<file path="config.mk">
export PLATFORM = sky130hd
export DESIGN_NAME = pipe_ctrl
export DESIGN_NICKNAME = d
export VERILOG_FILES = /design/src/rtl/pipe_ctrl_pkg.sv /design/src/rtl/pipe_ctrl_hazard_detect.sv /design/src/rtl/pipe_ctrl.sv
export SDC_FILE = /design/constraint.sdc
export NUM_CORES = 1
export LEC_CHECK = 0
export ABC_CLOCK_PERIOD_IN_PS = 2300
export BUFFER_PORTS_ARGS = -buffer_cell sky130_fd_sc_hd__buf_4
export CAP_MARGIN = 20
export CORE_ASPECT_RATIO = 0.6
export CORE_UTILIZATION = 37
export DETAILED_ROUTE_END_ITERATION = 7
export PLACE_DENSITY = 0.8
export SYNTH_ARGS = -nofsm -noshare
export SYNTH_HDL_FRONTEND = slang
export SYNTH_SLANG_ARGS = --single-unit
</file>
<file path="constraint.sdc">
create_clock -name clk -period 2.3 [get_ports clk]
set_clock_uncertainty 0.2 [all_clocks]
set_input_delay 0.23 -clock clk [delete_from_list [all_inputs] [get_ports clk]]
set_output_delay 0.23 -clock clk [all_outputs]
set_load 0.05 [all_outputs]
</file>
<file path="src/rtl/pipe_ctrl_pkg.sv">
// ============================================================================
// Module      : pipe_ctrl_pkg
// Description : Shared widths and controller state encodings for pipe_ctrl.
// Revision    : 1.0 - initial release
// ============================================================================
`default_nettype none

package pipe_ctrl_pkg;

    localparam int ADDR_WIDTH     = 32;
    localparam int REG_ADDR_WIDTH = 5;
    localparam int CNT_WIDTH      = 7;

    localparam logic [1:0] PC_RUN   = 2'd0;
    localparam logic [1:0] PC_FLUSH = 2'd1;
    localparam logic [1:0] PC_MULTI = 2'd2;

endpackage

`default_nettype wire

</file>
<file path="src/rtl/pipe_ctrl_hazard_detect.sv">
// ============================================================================
// Module      : hazard_detect
// Description : Pure combinational load-use comparator between EX and ID.
// Revision    : 1.0 - initial release
// ============================================================================
`default_nettype none

module hazard_detect
    import pipe_ctrl_pkg::*;
(
    input  logic                      i_ex_is_load,
    input  logic                      i_ex_rd_wr_en,
    input  logic [REG_ADDR_WIDTH-1:0] i_ex_rd_addr,
    input  logic                      i_id_rs1_rd_en,
    input  logic [REG_ADDR_WIDTH-1:0] i_id_rs1_addr,
    input  logic                      i_id_rs2_rd_en,
    input  logic [REG_ADDR_WIDTH-1:0] i_id_rs2_addr,
    output logic                      o_load_use
);

    logic w_ex_load_wr;
    logic w_rs1_hit;
    logic w_rs2_hit;

    // x0 is hardwired zero, so a load targeting it never creates a dependency
    assign w_ex_load_wr = i_ex_is_load & i_ex_rd_wr_en & (i_ex_rd_addr != '0);
    assign w_rs1_hit    = i_id_rs1_rd_en & (i_id_rs1_addr == i_ex_rd_addr);
    assign w_rs2_hit    = i_id_rs2_rd_en & (i_id_rs2_addr == i_ex_rd_addr);
    assign o_load_use   = w_ex_load_wr & (w_rs1_hit | w_rs2_hit);

endmodule

`default_nettype wire

</file>
<file path="src/rtl/pipe_ctrl.sv">
// ============================================================================
// Module      : pipe_ctrl
// Description : Pipeline hazard controller: jump flush, load-use and MDU stall.
// Revision    : 1.0 - initial release
// ============================================================================
`default_nettype none

module pipe_ctrl
    import pipe_ctrl_pkg::*;
#(
    parameter int FLUSH_CYCLES = 2,
    parameter int MDU_TIMEOUT  = 64
) (
    input  logic                      clk,
    input  logic                      rst_n,
    input  logic                      ex_jump_req,
    input  logic [ADDR_WIDTH-1:0]     ex_jump_addr,
    input  logic                      ex_is_load,
    input  logic                      ex_rd_wr_en,
    input  logic [REG_ADDR_WIDTH-1:0] ex_rd_addr,
    input  logic                      id_rs1_rd_en,
    input  logic                      id_rs2_rd_en,
    input  logic [REG_ADDR_WIDTH-1:0] id_rs1_addr,
    input  logic [REG_ADDR_WIDTH-1:0] id_rs2_addr,
    input  logic                      ex_mdu_start,
    input  logic                      ex_mdu_done,
    output logic                      pc_jump_en,
    output logic [ADDR_WIDTH-1:0]     pc_jump_addr,
    output logic                      pc_stall,
    output logic                      if_id_stall,
    output logic                      id_ex_stall,
    output logic                      if_id_flush,
    output logic                      id_ex_flush,
    output logic                      ex_mem_flush,
    output logic                      mdu_timeout_err
);

    localparam logic [CNT_WIDTH-1:0] c_flush_reload = CNT_WIDTH'(FLUSH_CYCLES - 1);
    localparam logic [CNT_WIDTH-1:0] c_timeout      = CNT_WIDTH'(MDU_TIMEOUT);

    logic [1:0]           r_state;
    logic [1:0]           w_next_state;
    logic [CNT_WIDTH-1:0] r_cnt;
    logic [CNT_WIDTH-1:0] w_next_cnt;
    logic                 w_load_use;
    logic                 w_pc_stall;
    logic                 w_if_id_stall;
    logic                 w_id_ex_stall;

    hazard_detect u_hazard_detect (
        .i_ex_is_load   (ex_is_load),
        .i_ex_rd_wr_en  (ex_rd_wr_en),
        .i_ex_rd_addr   (ex_rd_addr),
        .i_id_rs1_rd_en (id_rs1_rd_en),
        .i_id_rs1_addr  (id_rs1_addr),
        .i_id_rs2_rd_en (id_rs2_rd_en),
        .i_id_rs2_addr  (id_rs2_addr),
        .o_load_use     (w_load_use)
    );

    always_ff @(posedge clk) begin
        if (!rst_n) begin
            r_state <= PC_RUN;
            r_cnt   <= '0;
        end else begin
            r_state <= w_next_state;
            r_cnt   <= w_next_cnt;
        end
    end

    always_comb begin
        w_next_state    = r_state;
        w_next_cnt      = r_cnt;
        pc_jump_en      = 1'b0;
        pc_jump_addr    = '0;
        w_pc_stall      = 1'b0;
        w_if_id_stall   = 1'b0;
        w_id_ex_stall   = 1'b0;
        if_id_flush     = 1'b0;
        id_ex_flush     = 1'b0;
        ex_mem_flush    = 1'b0;
        mdu_timeout_err = 1'b0;

        case (r_state)
            PC_RUN: begin
                if (ex_jump_req) begin
                    pc_jump_en   = 1'b1;
                    pc_jump_addr = ex_jump_addr;
                    if_id_flush  = 1'b1;
                    id_ex_flush  = 1'b1;
                    if (FLUSH_CYCLES > 1) begin
                        w_next_state = PC_FLUSH;
                        w_next_cnt   = c_flush_reload;
                    end
                end else if (ex_mdu_start) begin
                    // stall begins next cycle; a coincident done is ignored
                    w_next_state = PC_MULTI;
                    w_next_cnt   = CNT_WIDTH'(1);
                end else if (w_load_use) begin
                    w_pc_stall    = 1'b1;
                    w_if_id_stall = 1'b1;
                    id_ex_flush   = 1'b1;
                end
            end

            PC_FLUSH: begin
                if_id_flush = 1'b1;
                id_ex_flush = 1'b1;
                if (ex_jump_req) begin
                    pc_jump_en   = 1'b1;
                    pc_jump_addr = ex_jump_addr;
                    w_next_cnt   = c_flush_reload;
                end else if (r_cnt <= CNT_WIDTH'(1)) begin
                    w_next_state = PC_RUN;
                    w_next_cnt   = '0;
                end else begin
                    w_next_cnt = r_cnt - CNT_WIDTH'(1);
                end
            end

            PC_MULTI: begin
                if (ex_mdu_done) begin
                    // leave every control low so the MDU result moves on
                    w_next_state = PC_RUN;
                    w_next_cnt   = '0;
                end else begin
                    w_pc_stall    = 1'b1;
                    w_if_id_stall = 1'b1;
                    w_id_ex_stall = 1'b1;
                    ex_mem_flush  = 1'b1;
                    if (r_cnt >= c_timeout) begin
                        mdu_timeout_err = 1'b1;
                        w_next_state    = PC_RUN;
                        w_next_cnt      = '0;
                    end else begin
                        w_next_cnt = r_cnt + CNT_WIDTH'(1);
                    end
                end
            end

            default: begin
                w_next_state = PC_RUN;
                w_next_cnt   = '0;
            end
        endcase
    end

    // a flush on the same register always overrides its stall
    assign pc_stall    = w_pc_stall;
    assign if_id_stall = w_if_id_stall & ~if_id_flush;
    assign id_ex_stall = w_id_ex_stall & ~id_ex_flush;

endmodule

`default_nettype wire

</file>
==> metrics.csv, run 1 <==
stage;metric;value;unit
clock_tree;setup bufs post-CTS;0;
yosys;Seq/Total Area, Yosys;17.35;%
floorplanning;IO Pins;96;
power_and_ir_drop;P_leak;0.8866;nW
floorplanning;Initial Util;40.33;%
finish;register area;180.2;sq um
placed_design;GP Congestion;0.8620;
sta;Slew Limit Fails;0;
yosys;top-area cell type share of the netlist area;19.88;%
route;Via density;5.000;
sta;max_slew headroom;75.62;%
clock_tree;# hold bufs at CTS;0;
placed_design;# port buffers;95;
clock_tree;CTS tree;yes;
worst_setup_path;Crit. End Element;primary output;
yosys;syn_nets;202;
sta;hold_ws;0.04673;ns
sta;post-route setup TNS;0;ns
global_routing;vias in the first global route;1225;
sta;Fin. Hold Viols;0;
power_and_ir_drop;PwrDens;423.3;nW/um^2
finish;Fillers;216;
finish;layout cells sized above 1;43.51;%
sta;crit share post-route;88.34;%
clock_tree;Max Buffers Root-to-Sink;2;
yosys;Synth area leader;and2_1;
worst_setup_path;kind of critical path;flop to primary output;
floorplanning;Row Count;14;
global_routing;initial antenna violation count;0;
worst_setup_path;Worst EP arrival;1.60;ns
placed_design;hpwl dp;2924;um
worst_setup_path;crit path launch type;flop;
sta;RSZ-0062 raised after global routing;no;
floorplanning;Chip Width;70.40;um
yosys;Mapped Area;1038;sq um
route;Residual DRC;0;
global_routing;largest net degree at the start of global routing;35;
sta;Setup-failing EPs final;0;
floorplanning;die area;3029;sq um
route;antenna-violating nets left;0;
power_and_ir_drop;Worst IR Drop VDD;0.0003934;V
placed_design;Cell Area, Placed;1792;sq um
finish;# diodes;0;
sta;FMAX;492.2;MHz
yosys;Seq cells post-synth;9;
worst_setup_path;Critical Path Fanout Max;13;
global_routing;GR Layer Usage met3;6.176;%
global_routing;gr ovfl total;0;
floorplanning;die height;43.04;um
yosys;Synth cell types;41;
route;WL/cell;13.08;um
power_and_ir_drop;Final Total Pwr;0.7774;mW
clock_tree;# resized after CTS;0;
sta;Slew @ Worst Pin;0.3623;ns
clock_tree;root cell of the clock tree;clkbuf_8;
finish;fin util;71.33;%
route;via count;1355;
finish;nets@finish;299;
yosys;Mapped Avg Cell Area;7.262;sq um
clock_tree;TritonCTS buffer count;3;
worst_hold_path;Hold Crit Class;input pin to flop;
clock_tree;clk sink count;9;
finish;Multi-input gate area;813.3;sq um
yosys;YS warnings;0;
global_routing;met2 Resource Use GR;38.29;%
clock_tree;CTS clk-pin slew, worst paths;0.04;ns
yosys;Synth Instances;143;
finish;Layout area overhead;76.87;%
run;Max-Cap Viols;0;
global_routing;first-pass GRT wire length;5602;um
global_routing;GR Util met1;31.00;%
finish;post-route cell area;1837;sq um
route;drt first pass iters;4;
clock_tree;H-tree depth;1;
sta;Period minus WS final;2.032;ns
route;final WL;3546;um
floorplanning;core area;2575;sq um
route;DR iter-0 viols;37;
yosys;top cells by area, synth;and2_1 (20%), dfxtp_1 (17%), xor2_1 (7.6%);
global_routing;GRT Total Usage;23.38;%
outcome;outcome;complete, no violations;
clock_tree;worst-skew pair later-pin latency;0.23;ns
worst_setup_path;worst path required time;1.87;ns
global_routing;GRT busiest layer;met2;
-- critical path, stage by stage, from the launching register on --
cell and delay, ns:
dfxtp_1 0.40, nor4_1 0.39, nand4_1 0.16, o21bai_1 0.19, buf_4 0.23
-- synthesized netlist by cell type, drive strengths merged --
cell and n:
or4b 1, inv 4, nor2 11, o22ai 1, or4 2, a311o 1, nor3 3, a22oi 1
a21oi 7, nand2 4, nand3 3, o21bai 3, nor3b 3, a2111oi 1, clkbuf 5, nand4 3
and2 34, xnor2 3, or3 1, o21ai 4, o31ai 2, nor4 4, a32oi 1, buf 2
a21o 1, ha 3, or2b 1, xor2 9, o21a 4, nor4b 1, nor2b 2, dfxtp 9
nand2b 1, o31a 1, o211ai 1, nand3b 2, and3 1, a31oi 2, a2bb2oi 1
-- cells by family after synthesis --
family / after synthesis / share of synthesized area, %
simple gates: 77 / 43.98
compound gates: 31 / 20.12
xor+xnor: 12 / 10.12
buf+inv: 11 / 4.819
flops: 9 / 17.35
fa+ha+maj: 3 / 3.615
-- power breakdown --
part	switching (mW)	total [mW]	internal [mW]
sequential	0.0159	0.179	0.163
combinational	0.243	0.414	0.171
clock	0.0636	0.184	0.121
total	0.322	0.777	0.455
-- state kept, by name, indices dropped and copies added (netlist names) --
signal / cells
r_state: 2
r_cnt: 7
-- stage by stage --
| step | std cells | worst slack, ns |
|---|---|---|
| 2_1_floorplan | 143 | -0.1216 |
| 3_3_place_gp | 267 | 0.3289 |
| 3_5_place_dp | 267 | 0.2991 |
| 4_1_cts | 271 | 0.2792 |
| 5_1_grt | 271 | 0.1967 |
| 6_report | 271 | 0.2682 |
-- layout make-up --
type                            instances  share of cell area [%]
Inverter                                4                  0.8174
Multi-Input combinational cell        123                   44.28
Clock buffer                            4                   2.452
Timing Repair Buffer                   99                   40.46
Tap cell                               32                   2.180
Sequential cell                         9                   9.809
-- final timing paths --
| kind | cells after the start | to | slack (ns) | startpoint |
|---|---|---|---|---|
| worst max-delay path | 4 | if_id_stall | 0.27 | r_state[1] |
| worst min register to register | 2 | r_cnt[2] | 0.44 | r_cnt[2] |
| worst min-delay path | 2 | r_cnt[4] | 0.05 | rst_n |
| worst max register to register | 4 | r_cnt[5] | 0.28 | r_state[1] |
-- cells in the final DEF, fill, tap and decap left out, types with 3 or more instances in the layout --
cell      instances
buf_4            99
and2_1           33
nor2_1           11
xor2_1            9
dfxtp_1           9
a21oi_1           7
inv_1             4
nor4_1            4
nand2_1           4
o21ai_0           4
o21a_1            4
xnor2_1           3
nor3_1            3
nand4_1           3
o21bai_1          3
nand3_1           3
ha_1              3
clkbuf_8          3
-- routing by layer --
metal | up-vias | share of wire [%]
met5 | - | 0
met4 | 0 | 0.28
met3 | 2 | 6.5
met2 | 43 | 47
met1 | 609 | 46
li1 | 701 | -
Power figures use the tool's default switching activity.
==> run 2, diff against run 1 <==
Settings changed: ABC_AREA set to 1, CORE_UTILIZATION 37 to 39.
==> run 2 against run 1 <==
Effect of this change:
- clock power increased by 3%
- clock-buffer cell count unchanged
- area after synthesis increased by 15%
- register-to-register slack improved by 0.35 ns
- routed wire length increased by 2.2%
- sequential share of layout area decreased by 0.63 points
- critical path depth increased by 2
- maximum frequency increased by 1.9%
- final area increased by 6.9%
- worst hold slack improved by 0.018 ns
- global-route usage decreased by 1.8 points
==> metrics.csv, run 2 <==
stage;metric;value;unit;change
yosys;Top FF cell, synth;dfxtp_1;;unchanged
clock_tree;setup bufs post-CTS;0;;unchanged
power_and_ir_drop;P_leak;1.186;nW;was 0.8866 nW
worst_setup_path;Crit. End Element;primary output;;unchanged
yosys;Post-synth ARST share;0;%;unchanged
yosys;Seq cells post-synth;9;;unchanged
finish;fin util;67.92;%;was 71.33%
outcome;outcome;complete, no violations;;unchanged
route;via count;1605;;was 1355
finish;# diodes;0;;unchanged
finish;post-route cell area;1963;sq um;was 1837 sq um
yosys;Synth cell types;25;;was 41
worst_setup_path;R2R setup slack;0.63;ns;was 0.28 ns
floorplanning;core area;2890;sq um;was 2575 sq um
worst_setup_path;kind of critical path;flop to primary output;;unchanged
sta;Setup WS post-layout;0.3052;ns;was 0.2682 ns
run;Max-Cap Viols;0;;unchanged
finish;most frequent cells in the layout;buf_4 (97), nand2_1 (70), nor2_1 (50), inv_1 (28), nand3_1 (10);;was buf_4 (99), and2_1 (33), nor2_1 (11), xor2_1 (9), dfxtp_1 (9)
clock_tree;clk sink count;9;;unchanged
placed_design;GP Congestion;0.9294;;was 0.8620
placed_design;# port buffers;95;;unchanged
yosys;Mapped Area;1192;sq um;was 1038 sq um
finish;layout cells sized above 1;35.69;%;was 43.51%
finish;non-filler instance count after layout;353;;was 271
sta;Slew @ Worst Pin;0.3258;ns;was 0.3623 ns
sta;crit share post-route;86.73;%;was 88.34%
sta;Slew Limit Fails;0;;unchanged
floorplanning;IO Pins;96;;unchanged
global_routing;first-pass GRT wire length;5506;um;was 5602 um
sta;FMAX;501.3;MHz;was 492.2 MHz
global_routing;vias in the first global route;1263;;was 1225
route;Residual DRC;0;;unchanged
placed_design;hpwl dp;2922;um;was 2924 um
sta;max_slew headroom;78.25;%;was 75.62%
yosys;Synth Instances;220;;was 143
floorplanning;Initial Util;41.26;%;was 40.33%
clock_tree;# hold bufs at CTS;0;;unchanged
sta;post-route setup TNS;0;ns;unchanged
worst_hold_path;Hold Crit Class;input pin to flop;;unchanged
yosys;Post-synth top cells;nand2_1 (70), nor2_1 (50), inv_1 (28);;was and2_1 (33), nor2_1 (11), dfxtp_1 (9), xor2_1 (9), a21oi_1 (7)
yosys;Post-synth EDFFs;0;;unchanged
clock_tree;# resized after CTS;0;;unchanged
floorplanning;die height;44.83;um;was 43.04 um
finish;nets@finish;371;;was 299
floorplanning;Row Count;15;;was 14
global_routing;initial antenna violation count;0;;unchanged
finish;Layout area overhead;64.64;%;was 76.87%
floorplanning;Chip Width;73.39;um;was 70.40 um
clock_tree;CTS clk-pin slew, worst paths;0.05;ns;was 0.04 ns
clock_tree;worst-skew pair later-pin latency;0.24;ns;was 0.23 ns
power_and_ir_drop;Worst IR Drop VDD;0.0002125;V;was 0.0003934 V
clock_tree;H-tree depth;1;;unchanged
global_routing;gr ovfl total;0;;unchanged
worst_setup_path;Critical Path Fanout Max;7;;was 13
clock_tree;Max Buffers Root-to-Sink;2;;unchanged
route;WL/cell;10.26;um;was 13.08 um
worst_setup_path;crit path launch type;flop;;unchanged
yosys;most common cell in the synthesized netlist;nand2_1;;was and2_1
finish;most common cell after layout, fill and taps aside;buf_4;;unchanged
power_and_ir_drop;PwrDens;405.6;nW/um^2;was 423.3 nW/um^2
clock_tree;TritonCTS buffer count;3;;unchanged
route;final WL;3623;um;was 3546 um
sta;Fin. Hold Viols;0;;unchanged
floorplanning;die area;3290;sq um;was 3029 sq um
finish;most flop-heavy register;r_cnt;;unchanged
finish;max FFs per register;7;;unchanged
yosys;Synth area leader;nand2_1;;was and2_1
sta;Period minus WS final;1.995;ns;was 2.032 ns
yosys;Seq/Total Area, Yosys;15.11;%;was 17.35%
yosys;syn_nets;279;;was 202
clock_tree;CTS tree;yes;;unchanged
route;DR iter-0 viols;67;;was 37
global_routing;GRT Total Usage;21.62;%;was 23.38%
placed_design;placed cell count;349;;was 267
yosys;Mapped Avg Cell Area;5.420;sq um;was 7.262 sq um
route;antenna-violating nets left;0;;unchanged
yosys;top-area cell type share of the netlist area;22.04;%;was 19.88%
yosys;YS warnings;0;;unchanged
finish;biggest regs;r_cnt (7), r_state (2);;unchanged
sta;Setup-failing EPs final;0;;unchanged
clock_tree;root cell of the clock tree;clkbuf_8;;unchanged
placed_design;DP Worst Slack;0.5635;ns;was 0.2991 ns
sta;RSZ-0062 raised after global routing;no;;unchanged
worst_setup_path;Worst EP arrival;1.56;ns;was 1.60 ns
placed_design;Cell Area, Placed;1918;sq um;was 1792 sq um
route;Via density;4.547;;was 5.000
yosys;top cells by area, synth;nand2_1 (22%), nor2_1 (16%), dfxtp_1 (15%);;was and2_1 (20%), dfxtp_1 (17%), xor2_1 (7.6%)
route;drt first pass iters;4;;unchanged
worst_setup_path;worst path required time;1.87;ns;about the same
global_routing;largest net degree at the start of global routing;34;;was 35
## run 2: routing by layer
metal	global-route usage (%)	share of wire, %	vias up
li1	-	-	851
met3	4.688	9.0	2
met2	31.67	42	67
met5	0	0	-
met1	31.98	48	685
met4	5.769	0.33	0
## run 2: logic make-up (layout without fill, tap and decap cells)
logic type / Yosys count / in the layout / synth area share, %
AOI/OAI and AO/OA: 17 / 17 / 9.759
xor gates and xnor gates: 10 / 10 / 7.346
adders and majority gates: 3 / 3 / 3.148
buffers and inverters: 40 / 131 / 14.06
DFF: 9 / 9 / 15.11
and+or+nand+nor: 141 / 141 / 50.58
## run 2: cell type report
class / instances / area [sq um]
multi-input combinational: 171 / 844.6
timing repair buffer: 97 / 728.2
tap: 42 / 52.55
clock buffer: 4 / 45.04
fill: 290 / 927.1
sequential: 9 / 180.2
inverter: 30 / 112.6
## run 2: worst paths after layout
| path | startpoint | endpoint | cells after the start |
|---|---|---|---|
| max | r_state[1] | if_id_stall | 6 |
| min | rst_n | r_cnt[1] | 3 |
| max reg2reg | r_cnt[0] | r_cnt[6] | 9 |
| min reg2reg | r_cnt[0] | r_cnt[0] | 2 |
## run 2: through the flow
| step | total power [mW] | hold slack, ns |
|---|---|---|
| 6_report | 0.7963 | 0.06473 |
| 2_1_floorplan | 0.4500 | 0.1927 |
| 3_3_place_gp | 0.6053 | 0.3050 |
| 5_1_grt | 0.8426 | 0.07906 |
| 3_5_place_dp | 0.6074 | 0.3038 |
| 4_1_cts | 0.8010 | 0.06064 |
## run 2: worst max-delay path, cell delays in order (launching register included)
cell	delay, ns
dfxtp_1	0.35
nor2_1	0.16
nand3_1	0.25
inv_1	0.18
nand3_1	0.12
nand2_1	0.08
buf_4	0.19
## run 2: power breakdown
| group | switching [mW] | total [mW] | internal, mW |
|---|---|---|---|
| clock network | 0.0685 | 0.190 | 0.121 |
| registers | 0.0101 | 0.173 | 0.163 |
| logic | 0.273 | 0.434 | 0.161 |
| total | 0.352 | 0.796 | 0.445 |
==> run 3, diff against run 2 <==
Settings changed: CORE_UTILIZATION 39 to 41, PLACE_DENSITY 0.8 to 0.81, SYNTH_HIERARCHICAL set to 1.
==> run 3 against run 2 <==
Effect of this change:
- die area up 6.1%
- critical path type is now input pin to primary output
- first-iteration DRC count rose by 42%
- clock power fell by 3%
- critical endpoint is now id_ex_flush
- global-route usage up 1.8 points
- sequential share of layout area is 0.62 points lower
- cell count up 7.9%
- highest routed layer unchanged
- register-to-register slack gained 0.03 ns
- non-clock buffer count up 1
==> metrics.csv, run 3 <==
stage;metric;value;unit;change
worst_setup_path;Crit. End Element;primary output;;unchanged
global_routing;gr ovfl total;0;;unchanged
outcome;outcome;complete, no violations;;unchanged
route;drt first pass iters;4;;unchanged
worst_hold_path;HP Start;rst_n;;unchanged
clock_tree;# hold bufs at CTS;0;;unchanged
finish;most flop-heavy register;r_cnt;;unchanged
yosys;top cells by area, synth;nand2_1 (24%), dfxtp_1 (14%), nor2_1 (13%);;was nand2_1 (22%), nor2_1 (16%), dfxtp_1 (15%)
finish;layout cells sized above 1;38.64;%;was 35.69%
worst_setup_path;Worst EP arrival;1.39;ns;was 1.56 ns
floorplanning;IO Pins;96;;unchanged
yosys;Seq/Total Area, Yosys;13.52;%;was 15.11%
worst_setup_path;worst path required time;1.87;ns;about the same
worst_setup_path;R2R setup slack;0.66;ns;was 0.63 ns
placed_design;Cell Area, Placed;2059;sq um;was 1918 sq um
yosys;Post-synth ARST share;0;%;unchanged
worst_setup_path;kind of critical path;input pin to primary output;;was flop to primary output
yosys;Post-synth top cells;nand2_1 (86), nor2_1 (47), inv_1 (29);;was nand2_1 (70), nor2_1 (50), inv_1 (28)
power_and_ir_drop;Worst IR Drop VDD;0.0002642;V;was 0.0002125 V
finish;Layout area overhead;57.93;%;was 64.64%
sta;Setup-failing EPs final;0;;unchanged
route;Via density;4.640;;was 4.547
yosys;syn_nets;306;;was 279
sta;post-route setup TNS;0;ns;unchanged
route;via count;1768;;was 1605
global_routing;largest net degree at the start of global routing;27;;was 34
global_routing;GRT Total Usage;23.41;%;was 21.62%
yosys;Seq cells post-synth;9;;unchanged
worst_setup_path;r2r worst-path depth;11;;was 9
clock_tree;CTS clk-pin slew, worst paths;0.05;ns;about the same
placed_design;GP Congestion;0.7830;;was 0.9294
route;final WL;4076;um;was 3623 um
worst_setup_path;reg-to-reg endpoint;r_cnt[5];;was r_cnt[6]
clock_tree;setup bufs post-CTS;0;;unchanged
finish;# diodes;0;;unchanged
finish;most frequent cells in the layout;buf_4 (98), nand2_1 (86), nor2_1 (47), inv_1 (29), nand3_1 (12);;was buf_4 (97), nand2_1 (70), nor2_1 (50), inv_1 (28), nand3_1 (10)
sta;Slew @ Worst Pin;0.3359;ns;was 0.3258 ns
floorplanning;die area;3490;sq um;was 3290 sq um
worst_setup_path;CP delay by family, top;buffers and inverters;;was simple AND/OR/NAND/NOR gates
yosys;Top FF cell, synth;dfxtp_1;;unchanged
floorplanning;Chip Width;75.60;um;was 73.39 um
global_routing;initial antenna violation count;0;;unchanged
route;antenna-violating nets left;0;;unchanged
sta;FMAX;550.5;MHz;was 501.3 MHz
placed_design;hpwl dp;3355;um;was 2922 um
clock_tree;root cell of the clock tree;clkbuf_8;;unchanged
yosys;Synth cell types;25;;unchanged
worst_setup_path;Critical Path Fanout Max;4;;was 7
sta;hold_ws;0.06844;ns;was 0.06473 ns
yosys;Synth area leader;nand2_1;;unchanged
yosys;YS warnings;6;;was 0
yosys;Synth Instances;247;;was 220
power_and_ir_drop;PwrDens;528.0;nW/um^2;was 405.6 nW/um^2
sta;Fin. Hold Viols;0;;unchanged
worst_hold_path;Hold Crit Class;input pin to flop;;unchanged
sta;Period minus WS final;1.817;ns;was 1.995 ns
clock_tree;H-tree depth;1;;unchanged
worst_setup_path;crit path launch type;input pin;;was flop
clock_tree;TritonCTS buffer count;3;;unchanged
worst_setup_path;critical-path cell list;buf_4 -> inv_1 -> nor2_1 -> a21oi_1 -> nand3_1 -> a21oi_1 -> nand2_1 -> a31oi_1 -> buf_4;;was nor2_1 -> nand3_1 -> inv_1 -> nand3_1 -> nand2_1 -> buf_4
worst_hold_path;WHS Path Cells;3;;unchanged
finish;biggest regs;r_cnt (7), r_state (2);;unchanged
run;Max-Cap Viols;0;;unchanged
power_and_ir_drop;P_leak;1.279;nW;was 1.186 nW
worst_setup_path;critical path's slowest cell;buf_4;;was dfxtp_1
clock_tree;worst-skew pair later-pin latency;0.23;ns;was 0.24 ns
placed_design;DP Worst Slack;0.5336;ns;was 0.5635 ns
clock_tree;clk sink count;9;;unchanged
sta;max_slew headroom;77.58;%;was 78.25%
global_routing;first-pass GRT wire length;6168;um;was 5506 um
worst_hold_path;Worst Hold Endpoint;r_cnt[6];;was r_cnt[1]
finish;most common cell after layout, fill and taps aside;buf_4;;unchanged
finish;post-route cell area;2105;sq um;was 1963 sq um
worst_setup_path;Crit Reg-Reg Startpoint;r_cnt[1];;was r_cnt[0]
worst_setup_path;CP peak stage delay;0.23;ns;was 0.35 ns
floorplanning;die height;46.16;um;was 44.83 um
floorplanning;Row Count;15;;unchanged
floorplanning;Initial Util;44.65;%;was 41.26%
sta;crit share post-route;78.98;%;was 86.73%
yosys;Mapped Area;1333;sq um;was 1192 sq um
finish;nets@finish;399;;was 371
finish;max FFs per register;7;;unchanged
yosys;most common cell in the synthesized netlist;nand2_1;;unchanged
sta;Slew Limit Fails;0;;unchanged
yosys;top-area cell type share of the netlist area;24.23;%;was 22.04%
worst_setup_path;Buffers & Inverters on Critical Path;3;;was 2
clock_tree;# resized after CTS;0;;unchanged
clock_tree;CTS tree;yes;;unchanged
sta;Setup WS post-layout;0.4834;ns;was 0.3052 ns
power_and_ir_drop;Final Total Pwr;1.111;mW;was 0.7963 mW
route;DR iter-0 viols;95;;was 67
placed_design;# port buffers;95;;unchanged
route;WL/cell;10.70;um;was 10.26 um
sta;RSZ-0062 raised after global routing;no;;unchanged
route;Residual DRC;0;;unchanged
floorplanning;core area;2984;sq um;was 2890 sq um
yosys;Post-synth EDFFs;0;;unchanged
yosys;Mapped Avg Cell Area;5.395;sq um;was 5.420 sq um
clock_tree;Max Buffers Root-to-Sink;2;;unchanged
global_routing;vias in the first global route;1365;;was 1263
## run 3: cell families (layout without fill, tap and decap cells)
| group | count (synthesis) | in the layout | synth area share [%] |
|---|---|---|---|
| buffers and inverters | 47 | 139 | 15.02 |
| adder cells (fa/ha/maj) | 3 | 3 | 2.817 |
| flip-flops | 9 | 9 | 13.52 |
| AND/OR/NAND/NOR | 165 | 165 | 55.21 |
| XOR/XNOR | 5 | 5 | 3.286 |
| AO/OA/AOI/OAI | 18 | 18 | 10.14 |
## run 3: layout make-up
cell class	count	area (sq um)
Sequential cell	9	180.2
Inverter	37	138.9
Tap cell	42	52.55
Fill cell	265	879.6
Clock buffer	4	45.04
Timing Repair Buffer	98	735.7
Multi-Input combinational cell	191	952.2
## run 3: worst max path at each step
| stage | slack (ns) | end | cells after the start | from |
|---|---|---|---|---|
| 6_report | 0.48 | id_ex_flush | 9 | ex_rd_addr[2] |
| 2_1_floorplan | 0.04 | if_id_stall | 7 | ex_rd_addr[2] |
| 3_3_place_gp | 0.57 | pc_stall | 9 | ex_rd_addr[2] |
| 4_1_cts | 0.51 | pc_jump_addr[7] | 4 | r_state[1] |
| 3_5_place_dp | 0.53 | id_ex_flush | 9 | ex_rd_addr[2] |
| 5_1_grt | 0.37 | id_ex_flush | 9 | ex_rd_addr[2] |
## run 3: metal layers
| layer | routed length [um] | up-vias | GRT usage [%] |
|---|---|---|---|
| li1 | - | 928 | - |
| met1 | 1998 | 770 | 32.47 |
| met2 | 1762 | 68 | 38.93 |
| met3 | 300 | 2 | 4.158 |
| met4 | 14 | 0 | 3.333 |
| met5 | 0 | - | 0 |
## run 3: worst reg2reg max path, stage by stage (launching register included)
cell      delay (ns)
dfxtp_1         0.40
inv_1           0.10
ha_1            0.20
nand2_1         0.08
nand2_2         0.06
nand2_2         0.08
nand2_4         0.07
nor2_4          0.14
nand2_1         0.09
o211ai_2        0.06
nand2_1         0.06
inv_1           0.05
## run 3: stage by stage
| stage | cells | util [%] |
|---|---|---|
| after floorplan | 247 | - |
| after global placement | 377 | 69.01 |
| after detailed placement | 377 | 69.01 |
| after CTS | 381 | 70.52 |
| after global routing | 381 | 70.52 |
| final | 381 | 70.52 |
## run 3: where the power goes
group | switching [mW] | total, mW | internal, mW
Combinational | 0.489 | 0.736 | 0.247
Sequential | 0.0199 | 0.190 | 0.170
Clock | 0.0641 | 0.185 | 0.121
Total | 0.573 | 1.11 | 0.538
